## src/rtl/tfr_coalesce.sv

```systemverilog
// tfr_coalesce
//   Source-domain rate absorber placed in front of the request/acknowledge
//   value-transfer block. Upstream strobes arrive with no backpressure; this
//   block holds one word on an AXI-stream style output and coalesces later
//   arrivals into a single pending slot. Each delivered word carries a count
//   of the samples discarded in its place.
//
// Ports
//   i_clk           clock
//   i_reset_n       asynchronous active-low reset, synchronous release
//   i_stb, i_data   new sample strobe and value (no backpressure)
//   o_valid/i_ready output handshake
//   o_data          output word
//   o_drops         samples discarded in place of/after this word (saturating)
//   o_overflow      sticky discard flag, cleared by i_clr_overflow
//   i_clr_overflow  clears o_overflow (a discard in the same cycle wins)
//   o_total_drops   saturating count of all discarded samples since reset
module tfr_coalesce #(
  parameter int unsigned W           = 32,
  parameter int unsigned CW          = 4,
  parameter bit          KEEP_LATEST = 1'b1
) (
  input  logic          i_clk,
  input  logic          i_reset_n,
  input  logic          i_stb,
  input  logic [W-1:0]  i_data,
  output logic          o_valid,
  input  logic          i_ready,
  output logic [W-1:0]  o_data,
  output logic [CW-1:0] o_drops,
  output logic          o_overflow,
  input  logic          i_clr_overflow,
  output logic [31:0]   o_total_drops
);

  localparam logic [31:0] CW_MAX  = 32'((33'd1 << CW) - 33'd1);
  localparam logic [31:0] TOT_MAX = '1;

  // Increment that sticks at max instead of wrapping; shared by both counters.
  function automatic logic [31:0] sat_inc(input logic [31:0] v, input logic [31:0] max);
    return (v >= max) ? max : v + 32'd1;
  endfunction

  logic          pend_full;
  logic [W-1:0]  pend_data;
  logic [CW-1:0] pend_drops;

  logic out_free;
  logic discard;

  assign out_free = !o_valid || i_ready;
  // Only a full pending slot behind a stalled output can lose a sample.
  assign discard  = pend_full && !out_free && i_stb;

  // Output slot: the pending word always takes priority over a fresh strobe.
  always_ff @(posedge i_clk or negedge i_reset_n) begin
    if (!i_reset_n) begin
      o_valid <= 1'b0;
      o_data  <= '0;
      o_drops <= '0;
    end else if (out_free) begin
      if (pend_full) begin
        o_valid <= 1'b1;
        o_data  <= pend_data;
        o_drops <= pend_drops;
      end else if (i_stb) begin
        o_valid <= 1'b1;
        o_data  <= i_data;
        o_drops <= '0;
      end else begin
        o_valid <= 1'b0;
      end
    end
  end

  // Pending slot.
  always_ff @(posedge i_clk or negedge i_reset_n) begin
    if (!i_reset_n) begin
      pend_full  <= 1'b0;
      pend_data  <= '0;
      pend_drops <= '0;
    end else if (pend_full) begin
      if (out_free) begin
        if (i_stb) begin
          pend_data  <= i_data;
          pend_drops <= '0;
        end else begin
          pend_full  <= 1'b0;
        end
      end else if (i_stb) begin
        pend_drops <= CW'(sat_inc(32'(pend_drops), CW_MAX));
        if (KEEP_LATEST) pend_data <= i_data;
      end
    end else if (i_stb && !out_free) begin
      pend_full  <= 1'b1;
      pend_data  <= i_data;
      pend_drops <= '0;
    end
  end

  // Global discard accounting.
  always_ff @(posedge i_clk or negedge i_reset_n) begin
    if (!i_reset_n) begin
      o_overflow    <= 1'b0;
      o_total_drops <= '0;
    end else begin
      if (discard) begin
        o_overflow    <= 1'b1;
        o_total_drops <= sat_inc(o_total_drops, TOT_MAX);
      end else if (i_clr_overflow) begin
        o_overflow    <= 1'b0;
      end
    end
  end

`ifdef FORMAL
  logic [31:0] f_accepted, f_delivered, f_discarded;
  always_ff @(posedge i_clk or negedge i_reset_n) begin
    if (!i_reset_n) begin
      f_accepted  <= '0;
      f_delivered <= '0;
      f_discarded <= '0;
    end else begin
      if (i_stb)              f_accepted  <= f_accepted + 32'd1;
      if (o_valid && i_ready) f_delivered <= f_delivered + 32'd1;
      if (discard)            f_discarded <= f_discarded + 32'd1;
    end
  end

  a_axi_stable: assert property (@(posedge i_clk) disable iff (!i_reset_n)
    (o_valid && !i_ready) |=> (o_valid && $stable(o_data) && $stable(o_drops)));
  a_reset_valid: assert property (@(posedge i_clk)
    $rose(i_reset_n) |-> !o_valid);
  a_pend_implies_valid: assert property (@(posedge i_clk) disable iff (!i_reset_n)
    pend_full |-> o_valid);
  a_conservation: assert property (@(posedge i_clk) disable iff (!i_reset_n)
    f_accepted == f_delivered + f_discarded + 32'(o_valid) + 32'(pend_full));
`endif

endmodule

```

## config.mk

```make
export PLATFORM = sky130hd
export DESIGN_NAME = tfr_coalesce
export DESIGN_NICKNAME = d
export VERILOG_FILES = /design/src/rtl/tfr_coalesce.sv
export SDC_FILE = /design/constraint.sdc
export NUM_CORES = 1
export LEC_CHECK = 0
export CAP_MARGIN = 20
export CORE_MARGIN = 4
export CORE_UTILIZATION = 57
export CTS_CLUSTER_SIZE = 14
export DETAILED_ROUTE_END_ITERATION = 8
export DONT_BUFFER_PORTS = 1
export PLACE_DENSITY = 0.77
export SLEW_MARGIN = 30
export SYNTH_ARGS = -nofsm -noshare
export SYNTH_HDL_FRONTEND = slang
export SYNTH_SLANG_ARGS = --single-unit
```

## constraint.sdc

```tcl
create_clock -name i_clk -period 2.5 [get_ports i_clk]
set_input_delay 0.5 -clock i_clk [delete_from_list [all_inputs] [get_ports i_clk]]
set_output_delay 0.5 -clock i_clk [all_outputs]
set_load 0.03 [all_outputs]
```

==> results.txt <==
The startpoint identified for the worst register-to-register timing path is o_total_drops[3]. The endpoint of the worst setup timing path is o_total_drops[21]. The number of endpoints failing setup at the final stage came out at 0. The initial antenna violation count is 0. The mux share of post-synthesis cell area is 0.149. By area the synthesized netlist is led by dfrtp_1 (54%), mux2_2 (8.0%), mux2i_1 (6.9%), nand2_1 (4.5%), o21ai_0 (4.5%). The routed via count is between 3000 and 4000. Across the run, the number of max-cap violations was 0. After synthesis, the netlist uses 46 different library cells.

The critical path goes through nand4_4 -> or3_1 -> or4_1 -> nand3_1. The number of hold violations in the final report is 107. The final weighted congestion in routability-driven placement came out at ~0.85.

The largest single stage delay on the critical path is approximately 600 ps. The synthesized netlist cell count is approximately 440. Data arrives at the worst endpoint at roughly 2500 ps. The top cell types in the final layout, fill and taps aside, are dfrtp_1 (106), nand2_1 (59), o21ai_0 (44), mux2_2 (35), mux2i_1 (34). The number of pins exceeding their max-slew limit in the final report came out at 0. The count of buffers from port buffering came out at 0. The count of filler cells inserted in the layout came out at about 650. The post-detailed-placement half-perimeter wirelength is roughly 7000 um. The per-cell via count in the routed design came out at 6.04. The final reports fail on negative hold slack. The number of flops mapped to enable cells by yosys came out at 0. The required time of the critical path came out at between 2000 and 3000 ps. The cell type with the largest total area after synthesis is dfrtp_1. The adder-cell share of the synthesized area is 0.00713. Broken down by cell family, the worst path's largest delay share belongs to simple AND/OR/NAND/NOR gates. In the final layout, the share of cells above drive strength 1 is 0.182. The maximum buffer depth of the clock tree came out at 2. The number of resized instances in the post-cts repair step is 0.

The proportion of synthesized flip-flops having asynchronous set or reset is 1.00. The number of global-route vias before repair is between 3000 and 4000. The post-synthesis sequential area ratio is 0.545. The type of element capturing the critical path is a register. The area growth from synthesis to layout is 8.40%.

In the routed design, unresolved DRC markers number 0. The post-synthesis compound-gate area fraction came to 0.0815. Measured along the x axis, the die boundary spans 101 um. The slowest stage of the critical path is the dfrtp_1 cell. Across the routed clock network, the largest skew measured is about 14 ps. The time the final worst path needs with I/O delays and setup is approximately 2200 ps. The slew of the pin with the lowest slew margin is between 600 and 700 ps. Dividing the final minimum period by the clock period gives 0.870. For this configuration, the core starts out at a cell density of 0.592. The setup check on the worst reg-to-reg path leaves a slack of roughly 320 ps. The clock latency at the later pin of the worst-skew pair came out at 370 ps.

The setup slack of the critical path after layout came out at approximately 320 ps. The worst hold margin came out at -187 ps. The synthesized area per cell is 11.1 um^2. Synthesis inferred 107 register bits. Of the total synthesized cell area, the portion taken by XOR and XNOR cells is 0.0178. The power per unit of standard cell area is 762 mW/mm^2.

After synthesis, the largest family of logic cells by area is simple AND/OR/NAND/NOR gates. The most used flip-flop cell after synthesis is dfrtp_1. The floorplan core area came out at 0.00830 mm^2.

The cell area after technology mapping is around 0.0049 mm^2. The count of standard-cell rows is 33. The highest ir drop seen on vdd came out at slightly above 0.5 mV. STA classifies the critical path startpoint as a register. The height of the die is just over 100 um.

Of the total synthesized cell area, the portion taken by AND, OR, NAND and NOR gates is 0.172. The library cell used most frequently in the layout, excluding fill and tap cells, is dfrtp_1. The aggregate global routing overflow is 0. The min-delay analysis places its worst path in the category input port to async pin. The flow ran to the end, but the final reports show violations. The critical path starts at o_total_drops[3]. The share of Yosys cell area claimed by the top area cell type came out at 0.545. In this run the tightest slew margin relative to its limit is 0.560.

The clock-pin slew on the worst setup and hold paths is ~120 ps. At the end of the flow, the number of nets in the layout was 489. TritonCTS built the clock tree. The number of antenna diodes came out at 0. The number of logic stages on the critical path including buffering came out at 4. The overall routing resource usage is 0.209. The largest net degree at the start of global routing came out at approximately 110. For the final routed database, the setup TNS stands at 0 ps. The routed length per instance is around 18 um.

The number of DRC markers after the initial detailed-route iteration is between 150 and 200. The largest driver fanout on the critical path is 15. The detailed-route wire length came out at roughly 10000 um.

Before CTS, the worst setup slack after placement is 358 ps. The detail route stage leaves a number of antenna-violating nets equal to 0. The worst setup path is of the register to register kind. For the worst flop-to-flop path, the logic depth is 4. The number of warning messages in the yosys log came out at 0. The H-tree was split into 3 levels. In this run the clock root is driven by a clkbuf_8. When the netlist entered floorplanning its net count stood at slightly below 500. around 110 I/O pins were placed.

The clock drives approximately 110 sinks. The count of buffer and inverter cells on the critical path came out at 0. The first global-routing pass estimated 16900 um of wire.

In this run the critical register-to-register path is captured at o_total_drops[21]. The cell leakage power is about 2.4 nW. Setup repair after global routing left no endpoint under its margin. The overall die area came out at around 0.010 mm^2. The pre-antenna-repair detailed-routing pass consisted of 5 iterations. Clock tree synthesis inserted a total of 9 buffers. The overall power of the completed layout came out at 0.00406 W.

The timing-limited maximum frequency is 460 MHz. The total setup buffers inserted after CTS is 0.
==> where the power goes <==
part / switching (W) / total [W] / internal [W]
clock: 0.000631 / 0.00102 / 0.000390
sequential: 0.000520 / 0.00251 / 0.00199
combinational: 0.000264 / 0.000527 / 0.000263
total: 0.00141 / 0.00406 / 0.00265
==> per-layer routing <==
metal / global-route usage / share of wire / vias to the layer above
met3: 0.0893 / 0.094 / 8
met1: 0.254 / 0.41 / 1647
met2: 0.343 / 0.49 / 110
met5: 0 / 0 / -
li1: - / - / 1620
met4: 0.0580 / 0.0078 / 0
==> synth_stat cells (all sizes together) (2+ instances only) <==
cell and instances:
dfrtp 107, mux2i 34, xnor2 8, buf 13
or3 12, nor3 7, nor2b 2, nand2 59
mux2 35, a41oi 2, and4 3, a32o 4
or4 6, a31oi 4, a21oi 4, nand3b 2
nand4b 3, inv 7, nand3 25, ha 2
o31ai 4, o21ai 46, xor2 2, nand4 12
clkbuf 10, nor4 8, nand2b 2, and4b 2
nor2 10
==> worst reg2reg max path, cell delays in order, from the launching register on <==
cell     delay (ps)
dfrtp_1         600
nand4_4         260
or3_1           600
or4_1           560
nand3_1          90
==> registers in the layout, summed over array words and instances (netlist names) <==
signal,count
pend_data,32
pend_full,1
pend_drops,4
o_data,32
o_total_drops,32
o_valid,1
o_overflow,1
o_drops,4
==> stage by stage <==
step	util	hold WS (ps)	instances	cell area, um^2
finish	0.642	-187	560	5330
global route	0.642	-221	560	5330
CTS	0.642	-211	560	5330
detailed placement	0.618	207	544	5130
global placement	0.618	207	544	5130
floorplan	-	204	442	4910
==> how the worst min path moves through the flow <==
stage	slack, ps	endpoint	cells past startpoint
2_1_floorplan	200	o_data[0]	0
3_3_place_gp	210	o_data[13]	0
3_5_place_dp	210	o_data[9]	0
4_1_cts	-210	pend_data[22]	0
5_1_grt	-220	o_data[13]	0
6_report	-190	o_data[20]	0
==> cell type report <==
class                      count  area [um^2]  share of cell area
inverter                       7         26.3             0.00493
tap                          105          131              0.0247
sequential                   107         2680               0.503
clock inverter                 7         71.3              0.0134
multi-input combinational    305         2120               0.398
clock buffer                   9          124              0.0233
timing repair buffer          20          175              0.0329
==> cell families (layout without fill, tap and decap cells) <==
group,after synthesis,after routing
compound gates,68,68
xor+xnor,10,10
fa+ha+maj,3,3
buf+inv,30,43
flops,107,107
mux,69,69
simple gates,155,155
(Power assumes the default switching activity.)
